<file path="config.mk">
export PLATFORM = sky130hd
export DESIGN_NAME = xy_div_seq
export DESIGN_NICKNAME = d
export VERILOG_FILES = /design/src/rtl/xy_div_seq.sv
export SDC_FILE = /design/constraint.sdc
export NUM_CORES = 1
export LEC_CHECK = 0
export ABC_AREA = 1
export CAP_MARGIN = 20
export CELL_PAD_IN_SITES_DETAIL_PLACEMENT = 1
export CELL_PAD_IN_SITES_GLOBAL_PLACEMENT = 1
export CORE_UTILIZATION = 39
export DETAILED_ROUTE_END_ITERATION = 8
export GPL_ROUTABILITY_DRIVEN = 0
export GPL_TIMING_DRIVEN = 0
export PLACE_DENSITY = 0.83
export SLEW_MARGIN = 20
export SYNTH_ARGS = -nofsm -noshare
export SYNTH_HDL_FRONTEND = slang
export SYNTH_SLANG_ARGS = --single-unit
</file>
<file path="constraint.sdc">
create_clock -name CLK -period 2.1 [get_ports CLK]
set_input_delay 0.42 -clock CLK [delete_from_list [all_inputs] [get_ports CLK]]
set_output_delay 0.42 -clock CLK [all_outputs]
set_load 0.005 [all_outputs]
</file>
<file path="src/rtl/xy_div_seq.sv">
// xy_div_seq: memory-mapped unsigned divider peripheral. A restoring divider
// produces one quotient bit per clock, so a division takes WIDTH clocks after
// START.
//
// Ports:
//   CLK    clock, every state update happens on its rising edge
//   RST_N  asynchronous active-low reset
//   E      bus enable (R and W are ignored while E=0)
//   R, W   read and write strobes
//   ADDR   register select: 0=X, 1=Y, 2=RESULT {rem,quot}, 3=CTRL/STATUS
//   D      write data (X/Y use the low WIDTH bits, CTRL uses D[0] START)
//   OUT    registered read data
//   BUSY   high while the divider is iterating
//   IRQ    completion interrupt (only when XY_DIV_SEQ_IRQ_EN is defined)
//
// Build option XY_DIV_SEQ_IRQ_EN adds the IRQ output and the IE control bit
// (CTRL D[1], status OUT[3]); CTRL D[2]=1 acknowledges the interrupt.
//
// state | meaning
// IDLE  | no division since reset
// RUN   | iterating, one quotient bit per clock, BUSY=1
// ZDIV  | START with Y==0 accepted, results posted on the next clock
// DONE  | results valid, waiting for the next START

module xy_div_seq #(
    parameter int WIDTH = 16
) (
    input  logic        CLK,
    input  logic        RST_N,
    input  logic        E,
    input  logic        R,
    input  logic        W,
    input  logic [1:0]  ADDR,
    input  logic [15:0] D,
    output logic [31:0] OUT,
    output logic        BUSY
`ifdef XY_DIV_SEQ_IRQ_EN
    ,
    output logic        IRQ
`endif
);

    localparam int CNT_W = (WIDTH > 1) ? $clog2(WIDTH) : 1;
    localparam logic [CNT_W-1:0] CNT_LAST = CNT_W'(WIDTH - 1);
    localparam logic [CNT_W-1:0] CNT_ONE  = CNT_W'(1);

    typedef enum logic [1:0] {
        S_IDLE = 2'd0,
        S_RUN  = 2'd1,
        S_ZDIV = 2'd2,
        S_DONE = 2'd3
    } state_t;

    state_t           state_q, state_d;
    logic [WIDTH-1:0] x_q, x_d;
    logic [WIDTH-1:0] y_q, y_d;
    // quot_q starts out holding the dividend; quotient bits shift in at the
    // bottom while dividend bits shift out of the top into the remainder.
    logic [WIDTH-1:0] quot_q, quot_d;
    logic [WIDTH:0]   rem_q, rem_d;
    logic [CNT_W-1:0] cnt_q, cnt_d;
    logic             done_q, done_d;
    logic             dz_q, dz_d;
    logic [31:0]      out_q, out_d;

    logic             wr_en;
    logic             rd_en;
    logic             busy;
    logic             start;
    logic             ie_bit;
    logic [WIDTH:0]   rem_shift;
    logic [WIDTH:0]   div_ext;
    logic             unused_d;

    assign wr_en     = E & W;
    assign rd_en     = E & R;
    assign busy      = (state_q == S_RUN);
    assign start     = wr_en && (ADDR == 2'd3) && D[0] &&
                       ((state_q == S_IDLE) || (state_q == S_DONE));
    assign rem_shift = {rem_q[WIDTH-1:0], quot_q[WIDTH-1]};
    assign div_ext   = {1'b0, y_q};
    // Upper data bits carry nothing for narrow builds.
    assign unused_d  = ^D;

    always_comb begin
        state_d = state_q;
        x_d     = x_q;
        y_d     = y_q;
        quot_d  = quot_q;
        rem_d   = rem_q;
        cnt_d   = cnt_q;
        done_d  = done_q;
        dz_d    = dz_q;
        out_d   = out_q;

        if (wr_en && !busy) begin
            if (ADDR == 2'd0) x_d = D[WIDTH-1:0];
            if (ADDR == 2'd1) y_d = D[WIDTH-1:0];
        end

        case (state_q)
            S_IDLE, S_DONE: begin
                if (start) begin
                    quot_d  = x_q;
                    rem_d   = '0;
                    cnt_d   = CNT_LAST;
                    done_d  = 1'b0;
                    dz_d    = 1'b0;
                    state_d = (y_q == '0) ? S_ZDIV : S_RUN;
                end
            end
            S_RUN: begin
                if (rem_shift >= div_ext) begin
                    rem_d  = rem_shift - div_ext;
                    quot_d = {quot_q[WIDTH-2:0], 1'b1};
                end else begin
                    rem_d  = rem_shift;
                    quot_d = {quot_q[WIDTH-2:0], 1'b0};
                end
                if (cnt_q == '0) begin
                    state_d = S_DONE;
                    done_d  = 1'b1;
                end else begin
                    cnt_d = cnt_q - CNT_ONE;
                end
            end
            S_ZDIV: begin
                // quot_q still holds the latched dividend here.
                rem_d   = {1'b0, quot_q};
                quot_d  = '1;
                dz_d    = 1'b1;
                done_d  = 1'b1;
                state_d = S_DONE;
            end
            default: state_d = S_IDLE;
        endcase

        // Reads see pre-edge register values, so a same-edge write is not visible.
        if (rd_en) begin
            case (ADDR)
                2'd0:    out_d = 32'(x_q);
                2'd1:    out_d = 32'(y_q);
                2'd2:    out_d = {16'(rem_q[WIDTH-1:0]), 16'(quot_q)};
                default: out_d = {28'd0, ie_bit, dz_q, done_q, busy};
            endcase
        end
    end

    always_ff @(posedge CLK or negedge RST_N) begin
        if (!RST_N) begin
            state_q <= S_IDLE;
            x_q     <= '0;
            y_q     <= '0;
            quot_q  <= '0;
            rem_q   <= '0;
            cnt_q   <= '0;
            done_q  <= 1'b0;
            dz_q    <= 1'b0;
            out_q   <= '0;
        end else begin
            state_q <= state_d;
            x_q     <= x_d;
            y_q     <= y_d;
            quot_q  <= quot_d;
            rem_q   <= rem_d;
            cnt_q   <= cnt_d;
            done_q  <= done_d;
            dz_q    <= dz_d;
            out_q   <= out_d;
        end
    end

    assign OUT  = out_q;
    assign BUSY = busy;

`ifdef XY_DIV_SEQ_IRQ_EN
    logic ie_q, ie_d;
    logic irq_q, irq_d;

    always_comb begin
        ie_d  = ie_q;
        irq_d = irq_q;
        if (wr_en && (ADDR == 2'd3)) begin
            ie_d = D[1];
            if (D[2]) irq_d = 1'b0;
        end
        if (start) irq_d = 1'b0;
        // Completion after acknowledge so that set wins on a shared edge.
        if (done_d && !done_q && ie_q) irq_d = 1'b1;
    end

    always_ff @(posedge CLK or negedge RST_N) begin
        if (!RST_N) begin
            ie_q  <= 1'b0;
            irq_q <= 1'b0;
        end else begin
            ie_q  <= ie_d;
            irq_q <= irq_d;
        end
    end

    assign ie_bit = ie_q;
    assign IRQ    = irq_q;
`else
    assign ie_bit = 1'b0;
`endif

endmodule

</file>
==> After elaboration in Yosys (flattened, before gate mapping) <==
Index checks and enable logic that the tools add are counted.
Widths: inputs -> output; s select.
{ "word_totals": {"reg_bits": 104, "latchBits": 0, "ram_bits": 0, "rom_bits": 0, "input_bits": 23, "out_inout_bits": 33, "word_cells": 59, "mem_count": 0} }
{ "classes": {"add_sub_neg": 2, "multipliers": 0, "div": 0, "magnitude_cmp": 1, "eq_ne": 9, "n_shift": 0, "muxes": 18, "n_bitwise": 2, "n_reduce_logical": 18} }
{ "ops": {"columns": ["cell", "n"], "rows": [
  ["$pmux 16 s3", 2],
  ["$pmux 32 s3", 1],
  ["$mux 16", 3],
  ["$ge 17x16->1", 1],
  ["$logic_not 16->1", 1],
  ["$sub 16x16->16", 1],
  ["$eq 2x2->1 const B", 4],
  ["$mux 4", 2],
  ["$pmux 4 s2", 1],
  ["$reduce_and 2->1", 4],
  ["$mux 2", 3],
  ["$pmux 2 s3", 1],
  ["$eq 2x1->1 const B", 2],
  ["$logic_and 1x1->1", 4],
  ["$logic_not 2->1", 2],
  ["$logic_not 4->1", 1],
  ["$ne 2x2->1 const B", 2],
  ["$reduce_bool 2->1", 2],
  ["$sub 4x1->4 const B", 1],
  ["$mux 1", 3],
  ["$pmux 1 s3", 1],
  ["$reduce_and 3->1", 1],
  ["$and 1x1->1", 2],
  ["$ne 2x1->1 const B", 1],
  ["4 further kinds", 4]
]} }

==> Depth between registers and ports, before layout <==
{ "depth": {"depth_word": 6, "mapped_depth": 17, "ltp_nobuf": 16} }

==> Least setup slack after synthesis <==
Ideal clock, no wire load.
{ "synth_timing": {"path_kind": "flip-flop to flip-flop", "startpoint": "register quot_q[15]", "endpoint": "register rem_q[14]", "setup_time_ns": 0.116, "arrival_ns": 1.844, "required_time_ns": 1.984, "setup_slack_ns": 0.140, "path_stages_with_launch": 17, "path_buffers": 0, "period_less_slack_ns": 1.960, "cell_sequence": "dfrtp_1 > inv_1 > ha_1 > inv_1 > fa_1 > nand3_1 > nand3_1 > nand2_1 > nand2_1 > nand2_1 > nand2_1 > nand2_1 > nand3_1 > nand2_1 > nand2_1 > nand2_1 > nand2_1"} }
{ "synth_between": {"elab_chain_len": 3, "word_cells_on_any_way": 4, "cone_classes": "add/sub: 1; order compare: 1; mux: 2"} }
{ "synth_rtl": {"columns": ["item", "line", "source"], "rows": [
  ["start, declared", "59", "logic [WIDTH-1:0] quot_q, quot_d;"],
  ["start signal, assigned", "164", "quot_q <= quot_d;"],
  ["$sub 16x16->16 or $ge 17x16->1 (tied branches)", "114, 113", null],
  ["$mux 16 *", "113", "if (rem_shift >= div_ext) begin"],
  ["$pmux 16 s3 *", "101", "case (state_q)"],
  ["end signal, assigned", "165", "rem_q <= rem_d;"],
  ["end, declared", "60", "logic [WIDTH:0] rem_q, rem_d;"]
]} }
Every way passes the cells marked *; elsewhere a longest branch is shown, timed or not.
A chain may end at the register's enable or synchronous reset.

==> Worst setup path in the final report <==
{ "layout_timing": {"startpoint": "register y_q[9]", "endpoint": "register rem_q[15]"} }
{ "layout_between": {"elab_chain_len": 3, "word_cells_on_any_way": 4, "cone_classes": "add/sub: 1; order compare: 1; mux: 2"} }
{ "layout_rtl": {"columns": ["item", "line", "source"], "rows": [
  ["start, declared", "56", "logic [WIDTH-1:0] y_q, y_d;"],
  ["start signal, assigned", "163", "y_q <= y_d;"],
  ["$sub 16x16->16 or $ge 17x16->1 (tied branches)", "114, 113", null],
  ["$mux 16 *", "113", null],
  ["$pmux 16 s3 *", "101", null]
]} }
Marked as above.

==> impl_metrics.yaml <==
drt:
  final_antenna_net_count: 0
  routed_via_density: 5.36
  via_count: 6107
  drtIter0Drc: 405
  wl_um: 22600
  drt_first_pass_iters: 5
  routedWlPerCell_um: 19.8
  drc: 0
timing:
  setup_slack_ps: -146
  finalHoldViolations: 0
  rsz0062_at_grt: "true"
  finalCritPeriodShare: 1.07
  fin_crit_ps: 2250
  worst_slew_pin_slew_ps: 617
  max_clock_freq_mhz: 445
  slew_viol_final: 0
  setup_viol: 16
  slew_headroom: 0.589
  finalClockSkew_ps: 7.26
global_routing:
  grt_max_degree: 55
  grt_pass1_wl_um: 33200
  groute.usage.overall: 0.268
  grt_overflow: 0
  antenna_found_initial: 0
  grt_pass1_vias: 6151
clock_tree:
  cts.htree.levels: 3
  clockBufferDepth: 2
  clock_latency_ps: 370
  numCtsBuffers: 9
  cts_sinks: 104
  clk_pin_slew_worst_paths_ps: 80
  cts_root_buffer: "clkbuf_16"
  ctsHoldBuffers: 0
  cts_tree: "done"
critical_path:
  crit_family: "simple AND/OR/NAND/NOR gates"
  critPathMaxStageDelay_ps: 400
  cp_slowest_cell: "dfrtp_1"
  critical_path.max_fanout: 6
  crit_start: "y_q[9]$_DFFE_PN0P_"
  reg2reg_to: "rem_q[15]$_DFFE_PN0P_"
  ff2ff_path_depth: 16
  crit_type: "reg -> reg"
  timing.critical_path.to: "rem_q[15]$_DFFE_PN0P_"
  crit_chain: "inv_2, ha_4, nand2_1, inv_2, nand2_2, nor2_4, nand2_4, nor2_8, nor2_8, nand2_8, buf_6, nand3_2, nand2_1, nand2_1, nand2_1, nand2_1"
  worst_ep_required_time_ps: 2360
  end_kind: "flip-flop"
  path_depth: 16
  rrSetupSlack_ps: -150
  cpMostUsedCell: "nand2_1"
  startpoint_type: "flip-flop"
  path_buf_inv: 3
  arrival_ps: 2510
  r2r_start: "y_q[9]$_DFFE_PN0P_"
power_and_ir_drop:
  cellPowerDensity_nw_per_um2: 1680
  leakage_uw: 0.00386
  vdd_drop_max_v: 0.000587
layout:
  diodes: 0
  final_common_cell: "nand2_1"
  fillCellCount: 1885
  fin_nets: 967
  drive_above_1_share: 0.210
  area_delta_synth_final_pct: 29.7
  final_cell_mix: "nand2_1, dfrtp_1, inv_1, o21ai_0, clkdlybuf4s50_1"
  design_area_um2: 7980
synthesis:
  synth.avg_cell_area_um2: 7.45
  ys_types: 36
  ys_ff_latch: 104
  synth_fp_nets: 869
  netlist_area_um2: 6160
  yosysSeqAreaShare: 0.423
  yosysWarningCount: 0
  synth_cells: 826
status:
  status: "finished, violations left"
  failed_checks: "setup timing"
floorplan:
  die-area_um2: 16300
  num_rows: 45
  coreArea_um2: 15300
  io_pins: 56
  die_w_um: 128
  start_util: 0.402
  die_h_um: 128
hold_path:
  min_path_type: "in -> async"
job:
  max-cap-violations: 0
placed_design:
  portBuffers: 55
  placed_area_um2: 7000
  pre_cts_ws_ps: -572
  dp_hpwl_um: 15500
## area by class of cell
type / instances / area, µm² / area share
clock buffer: 10 / 229 / 0.0287
inverter: 111 / 417 / 0.0522
sequential: 104 / 2600 / 0.326
clock inverter: 6 / 60.1 / 0.00752
tap: 211 / 264 / 0.0331
buffer: 33 / 194 / 0.0243
multi-input combinational: 578 / 3380 / 0.423
timing repair buffer: 87 / 837 / 0.105
## kinds of logic after synthesis
family	share of synthesized area
DFF	0.423
AOI/OAI and AO/OA	0.124
adders and majority gates	0.0419
buffers and inverters	0.0949
and+or+nand+nor	0.306
xor gates and xnor gates	0.00996
## worst min path at each step
stage	cells past startpoint	start	slack (ps)	to
after floorplan	0	RST_N	120	OUT[0]$_DFFE_PN0P_
after global placement	2	OUT[21]$_DFFE_PN0P_	460	OUT[21]$_DFFE_PN0P_
after detailed placement	1	RST_N	430	OUT[20]$_DFFE_PN0P_
after CTS	1	RST_N	40	OUT[20]$_DFFE_PN0P_
after global routing	1	RST_N	60	OUT[19]$_DFFE_PN0P_
final	1	RST_N	10	OUT[19]$_DFFE_PN0P_
## stage by stage
stage	std cells	hold slack, ps	utilization	total power (µW)	TNS [ps]
6_report	1140	14.3	0.521	13400	-1240
5_1_grt	1140	56.4	0.521	14200	-2870
4_1_cts	1119	39.3	0.494	12000	-14.7
3_5_place_dp	1093	432	0.457	9630	-25470
3_3_place_gp	1092	464	0.455	9400	-391060
2_1_floorplan	826	124	-	7620	0
## sequential cells by signal, summed over array words and instances (netlist names)
signal / count
OUT: 32
quot_q: 16
rem_q: 16
x_q: 16
y_q: 16
cnt_q: 4
state_q: 2
done_q: 1
dz_q: 1
## routing by layer
layer,routed length [µm],GRT usage,vias up,part of all wire
li1,-,-,2829,-
met1,9470,0.333,3020,0.42
met2,11100,0.460,196,0.49
met3,1090,0.0513,62,0.048
met4,892,0.107,0,0.040
met5,0,0,-,0
## repair_timing
action / 4_1_cts / 5_1_grt
cloned: 0 / 1
pin swaps: 5 / 28
resized for setup: 41 / 74
setup endpoints to repair: 43 / 43
setup buffers: 10 / 20
## cells in the mapped netlist (all sizes together)
cell / n / area [µm²]
xnor2: 7 / 61.3
o22ai: 3 / 18.8
nand4: 5 / 31.3
a31oi: 3 / 18.8
o21a: 1 / 7.51
nand3: 57 / 390
nor4: 4 / 25.0
dfrtp: 104 / 2600
clkbuf: 23 / 86.3
nor2: 27 / 149
a21boi: 1 / 7.51
fa: 1 / 20.0
o211ai: 15 / 113
nor3: 5 / 35.0
buf: 10 / 81.3
nand2: 315 / 1250
o21ai: 76 / 380
ha: 19 / 238
and2: 1 / 6.26
inv: 111 / 417
a21oi: 31 / 159
a221oi: 7 / 61.3
## power by group
group | total, µW | leakage [µW] | internal [µW] | switching, µW
sequential | 3290 | 0.00134 | 2660 | 636
clock | 1710 | 0.000141 | 834 | 878
combinational | 8380 | 0.00238 | 3250 | 5140
(Power assumes the default switching activity.)
